$ cat src/rtl/branch_resolver_pkg.sv
// Shared constants for the branch resolver: funct3 codes, FSM encoding, XLEN default.
package branch_resolver_pkg;

    localparam int XLEN_DEF = 32;

    localparam logic [2:0] BR_BEQ = 3'b000;
    localparam logic [2:0] BR_BNE = 3'b001;
    localparam logic [2:0] BR_BLT = 3'b100;
    localparam logic [2:0] BR_BGE = 3'b101;

    typedef enum logic [1:0] {
        ST_IDLE     = 2'b00,
        ST_REDIRECT = 2'b01,
        ST_FLUSH    = 2'b10
    } br_state_e;

endpackage

$ cat src/rtl/branch_resolver_if.sv
// EX-side branch request and IF-side redirect handshake bundled together.
// master = pipeline side (EX drives the branch, IF answers the redirect),
// slave  = the branch resolver.
interface branch_resolver_if
    import branch_resolver_pkg::*;
#(
    parameter int XLEN = XLEN_DEF
);
    logic            br_valid;
    logic            br_ready;
    logic [2:0]      br_func;
    logic            br_zero;
    logic            br_bne;
    logic            br_blt;
    logic            br_bge;
    logic [XLEN-1:0] br_pc;
    logic [XLEN-1:0] br_imm;
    logic            redirect_valid;
    logic [XLEN-1:0] redirect_pc;
    logic            fetch_ready;

    modport master (
        output br_valid, br_func, br_zero, br_bne, br_blt, br_bge, br_pc, br_imm, fetch_ready,
        input  br_ready, redirect_valid, redirect_pc
    );

    modport slave (
        input  br_valid, br_func, br_zero, br_bne, br_blt, br_bge, br_pc, br_imm, fetch_ready,
        output br_ready, redirect_valid, redirect_pc
    );
endinterface

$ cat src/rtl/branch_resolver_sat_counter.sv
// Saturating up-counter: sticks at all-ones instead of wrapping.
module sat_counter #(
    parameter int W = 16
) (
    input  logic         clk,
    input  logic         rst,
    input  logic         inc,
    output logic [W-1:0] count
);
    logic [W-1:0] count_r;

    // Count up on inc until the all-ones ceiling is reached.
    always_ff @(posedge clk) begin
        if (rst) begin
            count_r <= {W{1'b0}};
        end else if (inc && (count_r != {W{1'b1}})) begin
            count_r <= count_r + W'(1);
        end else begin
            count_r <= count_r;
        end
    end

    assign count = count_r;
endmodule

$ cat src/rtl/branch_resolver.sv
// Branch resolver between EX and IF: decides taken/not-taken, issues a
// registered PC redirect with handshake, then flushes younger stages.
module branch_resolver
    import branch_resolver_pkg::*;
#(
    parameter int XLEN         = XLEN_DEF,
    parameter int FLUSH_CYCLES = 2,
    parameter int CNT_W        = 16
) (
    input  logic             clk,
    input  logic             rst,
    branch_resolver_if.slave bus,
    output logic             flush,
    output logic             misalign_err,
    output logic             illegal_func,
    output logic [CNT_W-1:0] branch_count,
    output logic [CNT_W-1:0] taken_count
);
    localparam int FLUSH_W = (FLUSH_CYCLES < 1) ? 1 : $clog2(FLUSH_CYCLES + 1);

    br_state_e        state_r;
    br_state_e        state_next_s;
    logic [FLUSH_W-1:0] flush_cnt_r;

    logic             accept_s;
    logic             taken_s;
    logic             legal_s;
    logic             misaligned_s;
    logic             handshake_s;
    logic [XLEN-1:0]  target_s;

    logic             redirect_valid_s;
    logic             flush_s;
    logic             br_ready_s;
    logic             misalign_s;
    logic             illegal_s;

    logic             redirect_valid_r;
    logic [XLEN-1:0]  redirect_pc_r;
    logic             flush_r;
    logic             br_ready_r;
    logic             misalign_err_r;
    logic             illegal_func_r;

    assign accept_s     = bus.br_valid & br_ready_r;
    assign handshake_s  = (state_r == ST_REDIRECT) & bus.fetch_ready;
    assign target_s     = bus.br_pc + bus.br_imm;
    assign misaligned_s = (target_s[1:0] != 2'b00);

    // Select the comparator flag that decides the branch for this funct3.
    always_comb begin
        taken_s = 1'b0;
        legal_s = 1'b1;
        case (bus.br_func)
            BR_BEQ:  taken_s = bus.br_zero;
            BR_BNE:  taken_s = bus.br_bne;
            BR_BLT:  taken_s = bus.br_blt;
            BR_BGE:  taken_s = bus.br_bge;
            default: begin
                taken_s = 1'b0;
                legal_s = 1'b0;
            end
        endcase
    end

    // FSM state register.
    always_ff @(posedge clk) begin
        if (rst) begin
            state_r <= ST_IDLE;
        end else begin
            state_r <= state_next_s;
        end
    end

    // FSM next-state: misaligned targets never leave IDLE, zero flush length skips FLUSH.
    always_comb begin
        state_next_s = state_r;
        case (state_r)
            ST_IDLE: begin
                if (accept_s && legal_s && taken_s && !misaligned_s) begin
                    state_next_s = ST_REDIRECT;
                end else begin
                    state_next_s = ST_IDLE;
                end
            end
            ST_REDIRECT: begin
                if (bus.fetch_ready) begin
                    state_next_s = (FLUSH_CYCLES > 0) ? ST_FLUSH : ST_IDLE;
                end else begin
                    state_next_s = ST_REDIRECT;
                end
            end
            ST_FLUSH: begin
                if (flush_cnt_r <= FLUSH_W'(1)) begin
                    state_next_s = ST_IDLE;
                end else begin
                    state_next_s = ST_FLUSH;
                end
            end
            default: state_next_s = ST_IDLE;
        endcase
    end

    // FSM outputs, computed from the upcoming state so they can be registered.
    always_comb begin
        redirect_valid_s = (state_next_s == ST_REDIRECT);
        flush_s          = (state_next_s != ST_IDLE);
        br_ready_s       = (state_next_s == ST_IDLE);
        misalign_s       = accept_s & legal_s & taken_s & misaligned_s;
        illegal_s        = accept_s & ~legal_s;
    end

    // Flush length down-counter, loaded when IF accepts the redirect.
    always_ff @(posedge clk) begin
        if (rst) begin
            flush_cnt_r <= {FLUSH_W{1'b0}};
        end else if (handshake_s) begin
            flush_cnt_r <= FLUSH_W'(FLUSH_CYCLES);
        end else if ((state_r == ST_FLUSH) && (flush_cnt_r != {FLUSH_W{1'b0}})) begin
            flush_cnt_r <= flush_cnt_r - FLUSH_W'(1);
        end else begin
            flush_cnt_r <= flush_cnt_r;
        end
    end

    // Output registers; redirect_pc is captured only on entry to REDIRECT so it stays stable.
    always_ff @(posedge clk) begin
        if (rst) begin
            redirect_valid_r <= 1'b0;
            redirect_pc_r    <= {XLEN{1'b0}};
            flush_r          <= 1'b0;
            br_ready_r       <= 1'b1;
            misalign_err_r   <= 1'b0;
            illegal_func_r   <= 1'b0;
        end else begin
            redirect_valid_r <= redirect_valid_s;
            flush_r          <= flush_s;
            br_ready_r       <= br_ready_s;
            misalign_err_r   <= misalign_s;
            illegal_func_r   <= illegal_s;
            if ((state_r == ST_IDLE) && (state_next_s == ST_REDIRECT)) begin
                redirect_pc_r <= target_s;
            end else begin
                redirect_pc_r <= redirect_pc_r;
            end
        end
    end

    sat_counter #(.W(CNT_W)) u_branch_cnt (
        .clk   (clk),
        .rst   (rst),
        .inc   (accept_s),
        .count (branch_count)
    );

    sat_counter #(.W(CNT_W)) u_taken_cnt (
        .clk   (clk),
        .rst   (rst),
        .inc   (handshake_s),
        .count (taken_count)
    );

    assign bus.br_ready       = br_ready_r;
    assign bus.redirect_valid = redirect_valid_r;
    assign bus.redirect_pc    = redirect_pc_r;
    assign flush              = flush_r;
    assign misalign_err       = misalign_err_r;
    assign illegal_func       = illegal_func_r;
endmodule
$ cat src/flat_wrapper.sv
// flat-port wrapper written by rule: the top's interface ports become plain ports
module branch_resolver_flat import branch_resolver_pkg::*;
#(
    parameter int XLEN         = XLEN_DEF,
    parameter int FLUSH_CYCLES = 2,
    parameter int CNT_W        = 16
)
  (clk, rst, flush, misalign_err, illegal_func, branch_count, taken_count, bus_br_valid, bus_br_func, bus_br_zero, bus_br_bne, bus_br_blt, bus_br_bge, bus_br_pc, bus_br_imm, bus_fetch_ready, bus_br_ready, bus_redirect_valid, bus_redirect_pc);
  branch_resolver_if #(.XLEN(XLEN)) bus_i ();
  input  logic clk;
  input  logic rst;
  output logic flush;
  output logic misalign_err;
  output logic illegal_func;
  output logic [CNT_W-1:0] branch_count;
  output logic [CNT_W-1:0] taken_count;
  input wire logic [$bits(bus_i.br_valid)-1:0] bus_br_valid;
  input wire logic [$bits(bus_i.br_func)-1:0] bus_br_func;
  input wire logic [$bits(bus_i.br_zero)-1:0] bus_br_zero;
  input wire logic [$bits(bus_i.br_bne)-1:0] bus_br_bne;
  input wire logic [$bits(bus_i.br_blt)-1:0] bus_br_blt;
  input wire logic [$bits(bus_i.br_bge)-1:0] bus_br_bge;
  input wire logic [$bits(bus_i.br_pc)-1:0] bus_br_pc;
  input wire logic [$bits(bus_i.br_imm)-1:0] bus_br_imm;
  input wire logic [$bits(bus_i.fetch_ready)-1:0] bus_fetch_ready;
  output wire logic [$bits(bus_i.br_ready)-1:0] bus_br_ready;
  output wire logic [$bits(bus_i.redirect_valid)-1:0] bus_redirect_valid;
  output wire logic [$bits(bus_i.redirect_pc)-1:0] bus_redirect_pc;
  assign bus_i.br_valid = bus_br_valid;
  assign bus_i.br_func = bus_br_func;
  assign bus_i.br_zero = bus_br_zero;
  assign bus_i.br_bne = bus_br_bne;
  assign bus_i.br_blt = bus_br_blt;
  assign bus_i.br_bge = bus_br_bge;
  assign bus_i.br_pc = bus_br_pc;
  assign bus_i.br_imm = bus_br_imm;
  assign bus_i.fetch_ready = bus_fetch_ready;
  assign bus_br_ready = bus_i.br_ready;
  assign bus_redirect_valid = bus_i.redirect_valid;
  assign bus_redirect_pc = bus_i.redirect_pc;
  branch_resolver #(.XLEN(XLEN), .FLUSH_CYCLES(FLUSH_CYCLES), .CNT_W(CNT_W)) u_core (.clk(clk), .rst(rst), .bus(bus_i), .flush(flush), .misalign_err(misalign_err), .illegal_func(illegal_func), .branch_count(branch_count), .taken_count(taken_count));
endmodule
$ cat config.mk
export PLATFORM = sky130hd
export DESIGN_NAME = branch_resolver_flat
export DESIGN_NICKNAME = d
export VERILOG_FILES = /design/src/rtl/branch_resolver_pkg.sv /design/src/rtl/branch_resolver_if.sv /design/src/rtl/branch_resolver_sat_counter.sv /design/src/rtl/branch_resolver.sv /design/src/flat_wrapper.sv
export SDC_FILE = /design/constraint.sdc
export NUM_CORES = 1
export LEC_CHECK = 0
export ABC_AREA = 1
export ABC_CLOCK_PERIOD_IN_PS = 5300
export BUFFER_PORTS_ARGS = -buffer_cell sky130_fd_sc_hd__buf_2
export CORE_UTILIZATION = 45
export DETAILED_ROUTE_END_ITERATION = 6
export GPL_TIMING_DRIVEN = 0
export PLACE_DENSITY = 0.79
export SETUP_SLACK_MARGIN = 0.2
export SYNTH_ARGS = -nofsm -noshare
export SYNTH_HDL_FRONTEND = slang
export SYNTH_HIERARCHICAL = 1
export SYNTH_SLANG_ARGS = --single-unit
$ cat constraint.sdc
create_clock -name clk -period 5.3 [get_ports clk]
set_clock_uncertainty 0.05 [all_clocks]
set_input_delay 0.53 -clock clk [delete_from_list [all_inputs] [get_ports clk]]
set_output_delay 0.53 -clock clk [all_outputs]
set_load 0.005 [all_outputs]
==> flow_summary.ini, run 1 <==
[run_status]
status = complete, no violations

[worst_setup_path]
crit_type = primary input to flop
timing.critical_path.mode_cell = inv_1
required_ps = 5480
arrival_ps = 2530
crit_path_max_fanout = 10
cp-start-kind = primary input
critPathCaptureType = flop
crit_chain = buf_2, ha_1, inv_1, fa_1, inv_1, nor2_1, inv_1, nor2_4, nand3_4, inv_4, buf_8, buf_12, nand3_2, nand2_1, inv_1
crit_path_max_incr_delay_ps = 480
critPathSlowestCell = fa_1

[pwr]
max-vdd-ir-drop_mv = 0.114
swShare_pct = 28.7
power.internal_mw = 1.11
clockPowerShare_pct = 41.3
p_leak_nw = 4.04
power_density_nw_per_um2 = 220
comb_power_share_pct = 22.4
p_switching_mw = 0.449
seqPwrFrac_pct = 36.3

[routing]
wirelength_met1_um = 6730
maxUsedRoutingLayer = met4
via_count = 6354
dr.first_iter.drc_count = 365
wl_per_cell_um = 11.1
viasPerCell = 4.76
wl_met3_um = 583
wl_met2_um = 7240
postRouteAntennaNets = 0
drt_wl_total_um = 14900
drc = 0
dr.pass1.iters = 5

[clock_tree]
htree_levels = 3
clkLatencyLatePin_ps = 330
cts_buffers = 9
cts_tree = yes
clock-root-buffer = clkbuf_16
clock-sinks = 73
cts.path.max_buffers = 2
cts_resized = 0
hold_buffers = 0
cts.clk_slew.worst_paths_ps = 60
postCtsSetupRepairBufs = 0

[timing]
slew_headroom_pct = 58.2
hold_slack_ps = 384
max_freq_ghz = 0.427
period_needed_ps = 2340
drv_slew = 0
final_hold_viol_count = 0
rsz0062_at_grt = false
tns_ps = 0
worstMarginPinSlew_ps = 628
setup_viol = 0
fin_crit_sh_pct = 44.2

[synth]
yosys-top-cells-count = 340 x nand2_1, 168 x inv_1, 167 x nor2_1, 73 x dfxtp_1, 57 x nand3_1
syn_inst = 1005
synth_top_area_share_pct = 25.0
synth_cell_types = 33
synth_area_leader_cell = dfxtp_1
seq_area_frac_synth_pct = 25.0
synth_warnings = 6
synth_edf_count = 0
avgSynthCellArea_um2 = 5.82
ys_async_sr_fraction_pct = 0
netlist_area_um2 = 5850
ys.flop_type = dfxtp_1
synth_seq_cells = 73
netlist_top_cells_area = dfxtp_1 25%, nand2_1 22%, inv_1 11%, nor2_1 11%, ha_1 7.5%
synth_most_common_cell = nand2_1
syn-num-nets = 1116

[place]
gp_congestion = 0.904
dpl.hpwl_um = 12200
port_buffers = 143

[global_routing]
grt_usage_pct = 22.9
grt_pass1_vias = 5624
grt-ovfl-total = 0
grt_pass1_wl_um = 24500
grt_start_max_net_pins = 13
antenna_found_initial = 1

[die]
die_w_um = 116
core-area_um2 = 12600
fp-row-count = 41
dieArea_um2 = 13500
start_util_pct = 46.3
ios = 144
die_height_um = 116

[finish]
final_nets = 1270
area_delta_synth_final_pct = 21.4
regArea_um2 = 1460
drive_gt1_share_pct = 18.3
multi_input_area_um2 = 3640
nFillCells = 1346

[run]
cap_viol_max_count = 0

[min_path]
hold_path_class = primary input to flop
## through the flow
step	utilization [%]	instance area, um^2	setup WS [ps]	std cells	power (mW)
6_report	56.3	7100	2960	1336	1.56
5_1_grt	56.3	7100	2780	1336	1.65
4_1_cts	56.2	7100	2940	1335	1.58
3_5_place_dp	53.7	6780	2610	1320	0.927
3_3_place_gp	53.7	6780	2640	1320	0.922
2_1_floorplan	-	5850	3040	1005	0.823
## power groups by stage
stage,registers (mW),logic [mW],clock network [mW]
6_report,0.568,0.351,0.646
5_1_grt,0.569,0.401,0.681
4_1_cts,0.568,0.350,0.660
3_5_place_dp,0.580,0.348,0
3_3_place_gp,0.579,0.343,0
2_1_floorplan,0.579,0.243,0
## placed cells by master (no fill, tap or decap), types with 2 or more instances in the layout
cell type	instances
nand2_1	340
inv_1	168
nor2_1	167
buf_2	145
dfxtp_1	73
nand3_1	57
a21oi_1	50
ha_1	35
nor2_2	20
o21ai_0	16
nand3_2	10
clkbuf_16	9
xnor2_1	9
nand4_1	9
nor3_1	7
nor2_4	5
xor2_1	5
o21bai_1	4
nand2_2	4
clkbuf_1	3
buf_4	3
o211ai_1	3
bufinv_16	2
clkinvlp_4	2
clkbuf_4	2
nor2_8	2
or2_0	2
## registers in the layout, summed over array words and instances (netlist names)
name	cells
u_core/bus.redirect_pc	32
u_core/u_taken_cnt/count	16
u_core/flush_cnt_r	2
u_core/state_r	2
u_core/bus.redirect_valid	1
u_core/u_branch_cnt/count	16
u_core/flush	1
u_core/illegal_func	1
u_core/misalign_err	1
u_core/bus.br_ready	1
## per-layer routing
metal  global-route usage [%]  up-vias
met5                        0        -
met4                     9.49        0
met3                     2.77       26
met2                     41.9      153
met1                     26.9     2792
li1                         -     3383
## logic make-up after synthesis
family	Yosys count	synth area share [%]
and+or+nand+nor	624	45.4
buffers and inverters	183	12.8
AOI/OAI and AO/OA	75	6.89
DFF	73	25.0
adders and majority gates	36	7.83
xor gates and xnor gates	14	2.10
## worst max-delay path: cells and delay by family
kind / cells / cell delay (ps)
adder cells (fa/ha/maj): 2 / 690
buffers and inverters: 8 / 710
AND/OR/NAND/NOR: 5 / 590
## final timing paths
check	start	end	slack, ps	depth (start not counted)
setup / recovery	bus_br_pc[0]	u_core/bus.redirect_pc[22]	2960	15
hold / removal	bus_br_func[1]	u_core/illegal_func	380	3
setup reg to reg	u_core/state_r[0]	u_core/u_taken_cnt/count[13]	3430	9
hold reg to reg	u_core/bus.redirect_pc[1]	u_core/bus.redirect_pc[1]	390	2
## area by class of cell
| cell class | count | share of cell area (%) |
|---|---|---|
| multi-input cells | 749 | 51.3 |
| flip-flops and latches | 73 | 20.6 |
| repair buffers | 143 | 10.1 |
| inverters | 170 | 9.02 |
| clock buffers | 10 | 3.37 |
| well taps | 172 | 3.03 |
| plain buffers | 13 | 1.48 |
| clock inverters | 5 | 1.13 |
| diodes | 1 | 0.0352 |
Note: power is estimated with default switching activity, not from simulation.
==> inputs of run 2 (changes only) <==
--- a/config.mk
+++ b/config.mk
@@ -5,13 +5,13 @@
 export SDC_FILE = /design/constraint.sdc
 export NUM_CORES = 1
 export LEC_CHECK = 0
-export ABC_AREA = 1
-export ABC_CLOCK_PERIOD_IN_PS = 5300
+export ABC_AREA = 0
+export ABC_CLOCK_PERIOD_IN_PS = 2400
 export BUFFER_PORTS_ARGS = -buffer_cell sky130_fd_sc_hd__buf_2
 export CORE_UTILIZATION = 45
 export DETAILED_ROUTE_END_ITERATION = 6
 export GPL_TIMING_DRIVEN = 0
-export PLACE_DENSITY = 0.79
+export PLACE_DENSITY = 0.81
 export SETUP_SLACK_MARGIN = 0.2
 export SYNTH_ARGS = -nofsm -noshare
 export SYNTH_HDL_FRONTEND = slang
==> constraint.sdc (replaced) <==
create_clock -name clk -period 2.4 [get_ports clk]
set_clock_uncertainty 0.05 [all_clocks]
set_input_delay 0.24 -clock clk [delete_from_list [all_inputs] [get_ports clk]]
set_output_delay 0.24 -clock clk [all_outputs]
set_load 0.005 [all_outputs]
==> run 2 against run 1 <==
Global-route usage increased by 0.37 points. Synthesized cell count fell by 39%. Setup slack worse by 2800 ps. Die area is 14% lower. Critical path depth is 6 lower. Sequential cell count did not move. Hold slack lost 290 ps. Combinational power rose by 110%. Core utilization up 2.3 points. First-iteration DRC count is 18% lower. Non-clock buffer count is 16 higher. Largest power group is now sequential cells.
==> flow_summary.ini, run 2 <==
[run_status]
status = complete, no violations

[synth]
ys_async_sr_fraction_pct = 0
synth_cell_types = 66
ys.flop_type = dfxtp_1
netlist_area_um2 = 4990
syn_inst = 616
synth_top_area_share_pct = 29.3
synth_seq_cells = 73
seq_area_frac_synth_pct = 29.3
avgSynthCellArea_um2 = 8.10
netlist_top_cells_area = dfxtp_1 29%, ha_1 8.8%, a21oi_1 7.2%, nor2_1 3.8%, nand2_1 3.4%
synth_area_leader_cell = dfxtp_1
syn-num-nets = 727
synth_most_common_cell = dfxtp_1
synth_edf_count = 0
synth_warnings = 6
yosys-top-cells-count = 73 x dfxtp_1, 72 x a21oi_1, 50 x nor2_1, 45 x nand2_1, 35 x ha_1

[timing]
drv_slew = 0
max_freq_ghz = 0.442
period_needed_ps = 2260
worstMarginPinSlew_ps = 766
setup_viol = 0
slew_headroom_pct = 48.8
rsz0062_at_grt = true
final_hold_viol_count = 0
setup_ws_ps = 138
fin_crit_sh_pct = 94.3

[finish]
drive_gt1_share_pct = 28.3
multi_input_area_um2 = 3510
diodes = 0
final_cell_mix = 147 x buf_2, 73 x dfxtp_1, 67 x a21oi_1, 49 x nor2_1, 45 x nand2_1
nFillCells = 1029
largest_register_ffs = 32
final_cells = 920
area_delta_synth_final_pct = 27.3
stdcell_area_um2 = 6350
regArea_um2 = 1460
final_common_cell = buf_2
final_nets = 886

[place]
gp_congestion = 0.894
post-place-ws_ps = -430
port_buffers = 143
post-place-cells = 899
placed_cell_area_um2 = 5970
dpl.hpwl_um = 10100

[worst_setup_path]
critPathCaptureType = flop
arrival_ps = 2440
cp-start-kind = primary input
required_ps = 2580
crit_type = primary input to flop
crit_path_max_fanout = 4

[clock_tree]
cts.clk_slew.worst_paths_ps = 80
clkLatencyLatePin_ps = 340
cts.path.max_buffers = 2
clock-sinks = 73
htree_levels = 3
clock-root-buffer = clkbuf_8
cts_buffers = 9
hold_buffers = 0
cts_tree = yes

[routing]
drt_wl_total_um = 13700
via_count = 5304
dr.first_iter.drc_count = 300
wl_per_cell_um = 14.9
dr.pass1.iters = 7
drc = 0
viasPerCell = 5.77
postRouteAntennaNets = 0

[global_routing]
grt_pass1_vias = 4705
antenna_found_initial = 1
grt-ovfl-total = 0
grt_pass1_wl_um = 21800
grt_usage_pct = 23.3
grt_start_max_net_pins = 14

[die]
die_height_um = 107
core-area_um2 = 10800
dieArea_um2 = 11500
die_w_um = 107
ios = 144
fp-row-count = 38
start_util_pct = 46.0

[pwr]
p_leak_nw = 2.77
power_density_nw_per_um2 = 483
finalPower_mw = 3.07
max-vdd-ir-drop_mv = 0.333

[run]
cap_viol_max_count = 0

[min_path]
hold_path_class = primary input to flop
[run 2: cell count changes in the layout (fill, tap and decap cells not counted), sizes merged, moves of 17 or more]
cell / before / now
o21ai: 16 / 37
a21oi: 50 / 75
inv: 170 / 25
or4: 0 / 17
a21o: 1 / 18
nand2: 344 / 47
nor2: 194 / 51
nand3: 68 / 22
[run 2: where the power goes]
part           switching, mW  internal (mW)  leakage, nW
logic                  0.430          0.315         2.07
registers             0.0139           1.23        0.589
clock network          0.487          0.590        0.107
total                  0.931           2.14         2.77
[run 2: area by class of cell]
| class | count | share of cell area [%] |
|---|---|---|
| tap | 140 | 2.76 |
| clock inverter | 6 | 1.42 |
| inverter | 24 | 1.42 |
| timing repair buffer | 148 | 12.2 |
| multi-input combinational | 495 | 55.3 |
| sequential | 73 | 23.0 |
| buffer | 24 | 1.95 |
| clock buffer | 10 | 2.01 |
[run 2: logic make-up after synthesis]
group                      share of synthesized area [%]
muxes                                               2.51
AOI/OAI and AO/OA                                   25.8
xor gates and xnor gates                            3.51
adders and majority gates                           9.18
buffers and inverters                               3.91
and+or+nand+nor                                     25.9
DFF                                                 29.3
[run 2: metrics by stage]
stage	hold slack (ps)	setup TNS (ps)	util, %
after floorplan	336	0	-
after global placement	390	-8190	55.1
after detailed placement	394	-9310	55.1
after CTS	90.5	0	57.7
after global routing	105	0	58.6
final	93.7	0	58.6
[run 2: what timing repair did]
action / 4_1_cts / 5_1_grt
buffers inserted: 3 / 2
pin swaps: 4 / 11
resized for setup: 9 / 22
endpoints found under the setup margin: 28 / 33
[run 2: path summary, 6_finish.rpt]
check                             start  cells past startpoint                         end  slack [ps]
min                      bus_br_func[1]                      2         u_core/illegal_func          90
max                        bus_br_pc[1]                      9  u_core/bus.redirect_pc[29]         140
min reg2reg  u_core/bus.redirect_pc[12]                      2  u_core/bus.redirect_pc[12]         410
max reg2reg           u_core/state_r[1]                      5  u_core/bus.redirect_pc[28]         280
[run 2: worst max-delay path, stage by stage]
cell,delay (ps)
buf_2,110
ha_1,320
a211oi_2,370
o21ai_2,140
a31oi_2,310
o21ai_2,160
and3_1,200
or3_1,340
a32o_1,240
[run 2: metal layers]
| layer | GRT usage, % | routed length [um] |
|---|---|---|
| met1 | 30.4 | 6110 |
| met3 | 3.81 | 921 |
| met2 | 38.3 | 6380 |
| met5 | 0 | 0 |
| met4 | 8.81 | 251 |
==> inputs of run 3 (changes only) <==
==> constraint.sdc (replaced) <==
create_clock -name clk -period 2.4 [get_ports clk]
set_clock_uncertainty 0.05 [all_clocks]
set_input_delay 0.24 -clock clk [delete_from_list [all_inputs] [get_ports clk]]
set_output_delay 0.24 -clock clk [all_outputs]
set_load 0.1 [all_outputs]
==> run 3 against run 2 <==
Sequential cell count unchanged. Design area down 0.51%. Fmax up 3.5%. Sequential share of layout area up 0.77 points.
==> flow_summary.ini, run 3 (synthesized netlist as in run 2, its figures left out) <==
[run_status]
status = complete, no violations

[finish]
largest_register_ffs = 32
final_core_util_pct = 58.3
final_nets = 887
final_common_cell = buf_2
stdcell_area_um2 = 6320
regArea_um2 = 1500
diodes = 0
drive_gt1_share_pct = 32.1
final_cell_mix = 150 x buf_2, 67 x a21oi_1, 49 x nor2_1, 45 x nand2_1, 40 x dfxtp_1
multi_input_area_um2 = 3520
nFillCells = 1029
area_delta_synth_final_pct = 26.7

[die]
core-area_um2 = 10800
dieArea_um2 = 11500
ios = 144
start_util_pct = 46.0
die_height_um = 107
fp-row-count = 38
die_w_um = 107

[timing]
period_needed_ps = 2190
worstMarginPinSlew_ps = 712
setup_ws_ps = 215
setup_viol = 0
max_freq_ghz = 0.458
rsz0062_at_grt = true
drv_slew = 0
tns_ps = 0
slew_headroom_pct = 51.9
final_hold_viol_count = 0
fin_crit_sh_pct = 91.1

[worst_setup_path]
timing.rr.start = u_core/state_r[1]
crit_path_max_fanout = 10
crit_type = primary input to flop
worstRegToRegCells = 6
cp-start-kind = primary input
regToRegEndpoint = u_core/bus.redirect_pc[31]
required_ps = 2560
arrival_ps = 2350
rrSetupSlack_ps = 280
critPathCaptureType = flop

[global_routing]
grt_pass1_wl_um = 21200
grt_usage_pct = 22.9
grt_pass1_vias = 4596
grt-ovfl-total = 0
grt_start_max_net_pins = 12
antenna_found_initial = 0

[routing]
drc = 0
wl_per_cell_um = 14.7
dr.pass1.iters = 5
drt_wl_total_um = 13500
viasPerCell = 5.79
via_count = 5324
postRouteAntennaNets = 0
dr.first_iter.drc_count = 332

[clock_tree]
clkLatencyLatePin_ps = 350
htree_levels = 3
clock-sinks = 73
cts.path.max_buffers = 2
cts.clk_slew.worst_paths_ps = 80
cts_tree = yes
hold_buffers = 0
clock-root-buffer = clkbuf_8
cts_buffers = 9

[pwr]
p_leak_nw = 2.76
power_density_nw_per_um2 = 465
finalPower_mw = 2.94
max-vdd-ir-drop_mv = 0.266

[place]
post-place-ws_ps = -420
port_buffers = 143
placed_cell_area_um2 = 6010
dpl.hpwl_um = 10300
gp_congestion = 0.901

[min_path]
hold_path_depth = 2
hold_path_class = primary input to flop
hold_start = bus_br_func[1]
hold_path_end = u_core/illegal_func

[run]
cap_viol_max_count = 0
## run 3: cell types whose count changed in the layout (fill, tap and decap cells not counted), moves of 3 or more
cell | previous run | this run
buf_2 | 147 | 150
buf_6 | 5 | 1
dfxtp_1 | 73 | 40
dfxtp_2 | 0 | 33
## run 3: repair_timing
item | 4_1_cts | 5_1_grt
setup endpoints to repair | 21 | 27
gates resized for setup | 6 | 19
pin swaps | 2 | 12
buffers inserted | 2 | 4
## run 3: worst max path at each step
stage                   from                          to  slack [ps]  cells after the start
2_1_floorplan   bus_br_pc[0]  u_core/bus.redirect_pc[28]         150                     10
6_report       bus_br_imm[0]  u_core/bus.redirect_pc[31]         210                     10
3_5_place_dp    bus_br_pc[0]  u_core/bus.redirect_pc[15]        -420                      9
4_1_cts         bus_br_pc[0]  u_core/bus.redirect_pc[28]         210                     11
3_3_place_gp    bus_br_pc[0]  u_core/bus.redirect_pc[13]        -350                      9
5_1_grt         bus_br_pc[3]  u_core/bus.redirect_pc[31]         150                      9
## run 3: per-stage QoR
step | hold WS (ps) | instances
after floorplan | 336 | 616
after global placement | 393 | 899
after detailed placement | 399 | 899
after CTS | 73.5 | 915
after global routing | 90.8 | 919
final | 93.9 | 919
## run 3: area by class of cell
type | instances | area share (%)
Timing Repair Buffer | 149 | 12.0
Sequential cell | 73 | 23.8
Buffer | 24 | 1.88
Clock buffer | 10 | 2.02
Tap cell | 140 | 2.77
Clock inverter | 4 | 0.356
Inverter | 24 | 1.43
Multi-Input combinational cell | 495 | 55.7
## run 3: power breakdown
| part | leakage (nW) | internal (mW) | switching [mW] | total [mW] |
|---|---|---|---|---|
| registers | 0.605 | 1.23 | 0.0142 | 1.25 |
| clock network | 0.0778 | 0.358 | 0.448 | 0.807 |
| logic | 2.07 | 0.317 | 0.567 | 0.884 |
## run 3: critical path: stages
cell      delay [ps]
buf_2            100
ha_4             130
inv_2             30
fa_2             510
nand2b_1         150
or4_4            480
buf_2            210
buf_2            220
a21oi_1          180
a31oi_1           90
## run 3: routing by layer
layer	share of wire, %	GRT usage (%)
met1	45	30.3
met2	47	37.8
met3	5.6	3.51
met4	2.0	8.22
met5	0	0
